--- src/rtl/bp_me_io_cmd_arbiter.sv ---
// Purpose: merges two loader command streams round-robin onto one host link and routes responses back by tag.
// Latency: zero cycles on both the command and response paths; only the tag FIFO and grant state are registered.
// Backpressure: mem_cmd_ready_i and a full tag FIFO stall the winner; the head source's resp_ready gates mem_resp_yumi_o.
module bp_me_io_cmd_arbiter #(
  parameter int msg_width_p  = 128,
  parameter int els_p        = 4,
  parameter int cnt_width_lp = $clog2(els_p+1)
) (
  input  logic                    clk_i,
  input  logic                    reset_i,

  input  logic [msg_width_p-1:0]  src0_cmd_i,
  input  logic                    src0_cmd_v_i,
  output logic                    src0_cmd_ready_o,
  input  logic [msg_width_p-1:0]  src1_cmd_i,
  input  logic                    src1_cmd_v_i,
  output logic                    src1_cmd_ready_o,

  output logic [msg_width_p-1:0]  src0_resp_o,
  output logic                    src0_resp_v_o,
  input  logic                    src0_resp_ready_i,
  output logic [msg_width_p-1:0]  src1_resp_o,
  output logic                    src1_resp_v_o,
  input  logic                    src1_resp_ready_i,

  output logic [msg_width_p-1:0]  mem_cmd_o,
  output logic                    mem_cmd_v_o,
  input  logic                    mem_cmd_ready_i,

  input  logic [msg_width_p-1:0]  mem_resp_i,
  input  logic                    mem_resp_v_i,
  output logic                    mem_resp_yumi_o,

  output logic [cnt_width_lp-1:0] outstanding_o,
  output logic                    err_o
);

  localparam int ptr_width_lp = $clog2(els_p);

  // Tag FIFO holds the source id (0/1) of every issued, unanswered command.
  logic [els_p-1:0]        tag_q, tag_d;
  logic [ptr_width_lp-1:0] wr_ptr_q, wr_ptr_d, rd_ptr_q, rd_ptr_d;
  logic [cnt_width_lp-1:0] cnt_q, cnt_d;
  // last_q: source granted on the most recent handshake.
  // hold_q/held_q: a stall was in progress last cycle, and which source owned it.
  logic                    last_q, last_d;
  logic                    hold_q, hold_d;
  logic                    held_q, held_d;
  logic                    err_q, err_d;

  logic full, empty, win, head, head_rdy, cmd_rdy, resp_ok, push, pop;

  assign full  = (cnt_q == cnt_width_lp'(els_p));
  assign empty = (cnt_q == '0);
  assign head  = tag_q[rd_ptr_q];

  // Pick the winner: a stalled grant is kept while its source stays valid, otherwise round-robin.
  always_comb begin
    win = 1'b0;
    if (hold_q && (held_q ? src1_cmd_v_i : src0_cmd_v_i)) begin
      win = held_q;
    end else if (src0_cmd_v_i && src1_cmd_v_i) begin
      win = ~last_q;
    end else begin
      win = src1_cmd_v_i;
    end
  end

  // Command path; every handshake output is forced low while reset is asserted.
  assign cmd_rdy          = reset_i & mem_cmd_ready_i & ~full;
  assign mem_cmd_v_o      = reset_i & (src0_cmd_v_i | src1_cmd_v_i) & ~full;
  assign mem_cmd_o        = win ? src1_cmd_i : src0_cmd_i;
  assign src0_cmd_ready_o = cmd_rdy & ~win;
  assign src1_cmd_ready_o = cmd_rdy & win;
  assign push             = mem_cmd_v_o & mem_cmd_ready_i;

  // Response path: only the source at the FIFO head sees a valid response.
  assign resp_ok          = reset_i & mem_resp_v_i & ~empty;
  assign head_rdy         = head ? src1_resp_ready_i : src0_resp_ready_i;
  assign src0_resp_o      = mem_resp_i;
  assign src1_resp_o      = mem_resp_i;
  assign src0_resp_v_o    = resp_ok & ~head;
  assign src1_resp_v_o    = resp_ok & head;
  assign mem_resp_yumi_o  = resp_ok & head_rdy;
  assign pop              = mem_resp_yumi_o;

  assign outstanding_o    = cnt_q;
  assign err_o            = err_q;

  // Next-state for the tag FIFO, counter, grant history and orphan flag.
  always_comb begin
    tag_d    = tag_q;
    wr_ptr_d = wr_ptr_q;
    rd_ptr_d = rd_ptr_q;
    cnt_d    = cnt_q;
    last_d   = last_q;
    hold_d   = mem_cmd_v_o & ~mem_cmd_ready_i;
    held_d   = win;
    err_d    = err_q | (mem_resp_v_i & empty);
    if (push) begin
      tag_d[wr_ptr_q] = win;
      wr_ptr_d = (wr_ptr_q == ptr_width_lp'(els_p-1)) ? '0 : wr_ptr_q + ptr_width_lp'(1);
      last_d   = win;
    end
    if (pop) begin
      rd_ptr_d = (rd_ptr_q == ptr_width_lp'(els_p-1)) ? '0 : rd_ptr_q + ptr_width_lp'(1);
    end
    case ({push, pop})
      2'b10:   cnt_d = cnt_q + cnt_width_lp'(1);
      2'b01:   cnt_d = cnt_q - cnt_width_lp'(1);
      default: cnt_d = cnt_q;
    endcase
  end

  // State registers; reset drops all tags and makes src0 win the first tie.
  always_ff @(posedge clk_i or negedge reset_i) begin
    if (!reset_i) begin
      tag_q    <= '0;
      wr_ptr_q <= '0;
      rd_ptr_q <= '0;
      cnt_q    <= '0;
      last_q   <= 1'b1;
      hold_q   <= 1'b0;
      held_q   <= 1'b0;
      err_q    <= 1'b0;
    end else begin
      tag_q    <= tag_d;
      wr_ptr_q <= wr_ptr_d;
      rd_ptr_q <= rd_ptr_d;
      cnt_q    <= cnt_d;
      last_q   <= last_d;
      hold_q   <= hold_d;
      held_q   <= held_d;
      err_q    <= err_d;
    end
  end

endmodule

--- config.mk ---
export PLATFORM = sky130hd
export DESIGN_NAME = bp_me_io_cmd_arbiter
export DESIGN_NICKNAME = d
export VERILOG_FILES = /design/src/rtl/bp_me_io_cmd_arbiter.sv
export SDC_FILE = /design/constraint.sdc
export NUM_CORES = 1
export LEC_CHECK = 0
export BUFFER_PORTS_ARGS = -buffer_cell sky130_fd_sc_hd__buf_4
export CORE_AREA = 4 4 304 306
export CTS_BUF_LIST = sky130_fd_sc_hd__clkbuf_8
export DETAILED_ROUTE_END_ITERATION = 12
export DIE_AREA = 0 0 308 310
export GPL_ROUTABILITY_DRIVEN = 1
export PLACE_DENSITY = 0.3
export SLEW_MARGIN = 40
export SYNTH_ARGS = -nofsm -noshare
export SYNTH_HDL_FRONTEND = slang
export SYNTH_SLANG_ARGS = --single-unit
--- constraint.sdc ---
create_clock -name clk_i -period 3.3 [get_ports clk_i]
set_input_delay 0.66 -clock clk_i [delete_from_list [all_inputs] [get_ports clk_i]]
set_output_delay 0.66 -clock clk_i [all_outputs]
set_load 0.005 [all_outputs]
==> results.sh <==
export IMPL_cts_buffer_depth=2
export IMPL_pwr_share_clk_pct=8.0
export IMPL_p_int_mw=1.128
export IMPL_worst_clock_skew_ns=0.002114
export IMPL_r2r_cells=9
export IMPL_seq_power_share_pct=18.9
export IMPL_layout_drive_gt1_share_pct=68.34
export IMPL_holdBufCountCts=0
export IMPL_timing_setup_tns_ns=0
export IMPL_placed_area_um2=6843
export IMPL_initial_core_util_pct=4.738
export IMPL_path_clk_slew_ns=0.06
export IMPL_grt_pass1_wl_um=27920
export IMPL_ant_nets=0
export IMPL_path_cells="nor2b_1 > o21ai_1 > nand2_4 > buf_12 > buf_12 > mux2_1 > buf_4"
export IMPL_ys_types=24
export IMPL_cp_max_fo=49
export IMPL_ys_warn_count=0
export IMPL_gp_congestion=0.8259
export IMPL_layout_common_cells="buf_4, mux2_1, dfrtp_1, nor2_1"
export IMPL_syn_cell_area_um2=4245
export IMPL_max_stage_delay_ns=0.53
export IMPL_area_growth_pct=62.30
export IMPL_fin_crit_ns=2.888
export IMPL_synthFlopType="dfrtp_1"
export IMPL_slowest_stage="dfstp_2"
export IMPL_die_y_um=310
export IMPL_synth_edf_count=0
export IMPL_dr_pass1_iters=4
export IMPL_clockRootBuffer="clkbuf_8"
export IMPL_irDropWorstVdd_mv=0.1977
export IMPL_grt_max_degree=50
export IMPL_ys_seq_area_share_pct=8.871
export IMPL_fin_crit_sh_pct=87.52
export IMPL_dieArea_um2=95480
export IMPL_drt_initial_drc_count=111
export IMPL_crit_arrival_ns=2.23
export IMPL_hold_viol=0
export IMPL_worstSetupStartpointType="flop"
export IMPL_crit_required_ns=2.64
export IMPL_post_place_ws_ns=0.5416
export IMPL_wl_per_cell_um=12.70
export IMPL_cts_resized=0
export IMPL_fin_nets=1016
export IMPL_htreeDepth=1
export IMPL_slew_violations=0
export IMPL_cts_tree="built"
export IMPL_antenna_found_initial=1
export IMPL_fmax_ghz=0.3462
export IMPL_cap_violations=0
export IMPL_p_total_mw=1.797
export IMPL_synth_nets=870
export IMPL_timing_rr_end="outstanding_o[2]$_DFFE_PN0P_"
export IMPL_min_path_type="primary input to asynchronous set/reset pin"
export IMPL_setup_viol=0
export IMPL_postSynth_asyncResetShare_pct=100.0
export IMPL_reg2reg_slack_ns=0.87
export IMPL_crit_path_end_kind="output port"
export IMPL_tightestPinTransition_ns=0.5049
export IMPL_routed_wl_um=22780
export IMPL_numCtsBuffers=3
export IMPL_dr_total_vias=3652
export IMPL_rsz0062_at_grt="no"
export IMPL_grt_overflow=0
export IMPL_slew_headroom_pct=66.20
export IMPL_post_cts_buffers=0
export IMPL_clkSinkCount=15
export IMPL_final_common_cell="buf_4"
export IMPL_place_hpwl_um=20470
export IMPL_layout_setup_ws_ns=0.4118
export IMPL_crit_top_cell="buf_12"
export IMPL_grt_pass1_vias=3877
export IMPL_track_usage_pct=4.082
export IMPL_leakage_nw=2.917
export IMPL_switchingPower_uw=668.8
export IMPL_num_rows=110
export IMPL_critPathBufInv=3
export IMPL_crit_family="buffers and inverters"
export IMPL_io_buffers=401
export IMPL_syn_avg_cell_area_um2=9.013
export IMPL_insertion_delay_ns=0.24
export IMPL_rr_startpoint="rd_ptr_q[0]$_DFFE_PN0P_"
export IMPL_drc=0
export IMPL_switching_share_pct=37.22
export IMPL_postLayoutCoreUtil_pct=7.690
export IMPL_cellPowerDensity_nw_per_um2=260.8
export IMPL_path_class="flop to output port"
export IMPL_core_area_um2=89600
export IMPL_combPwrFrac_pct=73.0
export IMPL_ys_seq_elements=15
export IMPL_die_x_um=308
export IMPL_synthCells=471
export IMPL_post_route_cell_area_um2=6890
export IMPL_ioPinCount=786
export IMPL_outcome="finished clean"
export IMPL_routed_via_density=2.037
[worst max path at each step]
stage | cells after the start | endpoint | slack, ns | start
after floorplan | 9 | outstanding_o[2]$_DFFE_PN0P_ | 0.93 | rd_ptr_q[0]$_DFFE_PN0P_
after global placement | 7 | mem_cmd_o[5] | 0.58 | src0_cmd_v_i
after CTS | 7 | mem_cmd_o[0] | 0.38 | last_q$_DFFE_PN1P_
after detailed placement | 7 | mem_cmd_o[0] | 0.54 | src0_cmd_v_i
after global routing | 7 | mem_cmd_o[0] | 0.30 | last_q$_DFFE_PN1P_
final | 7 | mem_cmd_o[0] | 0.41 | last_q$_DFFE_PN1P_
[final cells by class]
type                            instances  area [um2]
Multi-Input combinational cell        178        1854
Timing Repair Buffer                  411        3110
Antenna cell                            1       2.502
Sequential cell                        15       376.6
Clock inverter                          1       3.754
Clock buffer                            3       41.29
Inverter                                8       30.03
Tap cell                             1176        1471
Fill cell                           10460       82710
[worst reg2reg max path: stages, from the launching register on]
cell and delay, ns:
dfrtp_1 0.40, mux4_2 0.59, mux2i_1 0.15, nor2_1 0.15, ha_1 0.21, inv_1 0.06, fa_1 0.37, xor2_1 0.15
nor2_1 0.12, xor2_1 0.16
[per-stage QoR]
stage          hold slack (ns)  cells
2_1_floorplan           0.3644    471
3_3_place_gp            0.4650   1788
3_5_place_dp            0.4705   1788
4_1_cts                 0.2793   1792
5_1_grt                 0.2843   1792
6_report                0.2822   1793
[logic make-up after synthesis]
family | count (synthesis) | share of synthesized area (%)
AOI/OAI and AO/OA | 5 | 0.7368
and+or+nand+nor | 26 | 3.360
buffers and inverters | 278 | 47.63
adders and majority gates | 7 | 2.240
muxes | 137 | 36.55
DFF | 15 | 8.871
xor gates and xnor gates | 3 | 0.6190
[sequential cells by signal, summed over array words and instances, names as in the netlist]
signal / count
tag_q: 4
wr_ptr_q: 2
hold_q: 1
held_q: 1
err_o: 1
rd_ptr_q: 2
last_q: 1
outstanding_o: 3
[cell usage after synthesis, types with 2 or more instances]
cell       n  area, um2
o21ai_1    3      15.01
mux2_1   134       1509
dfrtp_1   14      350.3
nor2_1     9      33.78
nand2_1    8      30.03
xor2_1     2      17.52
nor2b_1    3      18.77
inv_1      6      22.52
nor3_1     2      10.01
buf_4    256       1922
ha_1       6      75.07
inv_2      2      7.510
mux2i_1    2      20.02
buf_2     14      70.07
[power by group through the flow]
| stage | combinational, mW | clock (mW) | sequential (mW) |
|---|---|---|---|
| 2_1_floorplan | 0.786 | 0 | 0.327 |
| 5_1_grt | 1.42 | 0.161 | 0.356 |
| 3_3_place_gp | 1.34 | 0 | 0.346 |
| 4_1_cts | 1.34 | 0.151 | 0.343 |
| 3_5_place_dp | 1.33 | 0 | 0.345 |
| 6_report | 1.31 | 0.144 | 0.340 |
[metal layers]
metal  wire length (um)  vias up  global-route usage (%)
li1                   -     1582                       -
met1               7156     1580                   3.653
met2              10590      413                   7.144
met3               3805       75                   2.586
met4               1177        2                   2.038
met5                 50        -                  0.3958
(Power assumes the default switching activity.)
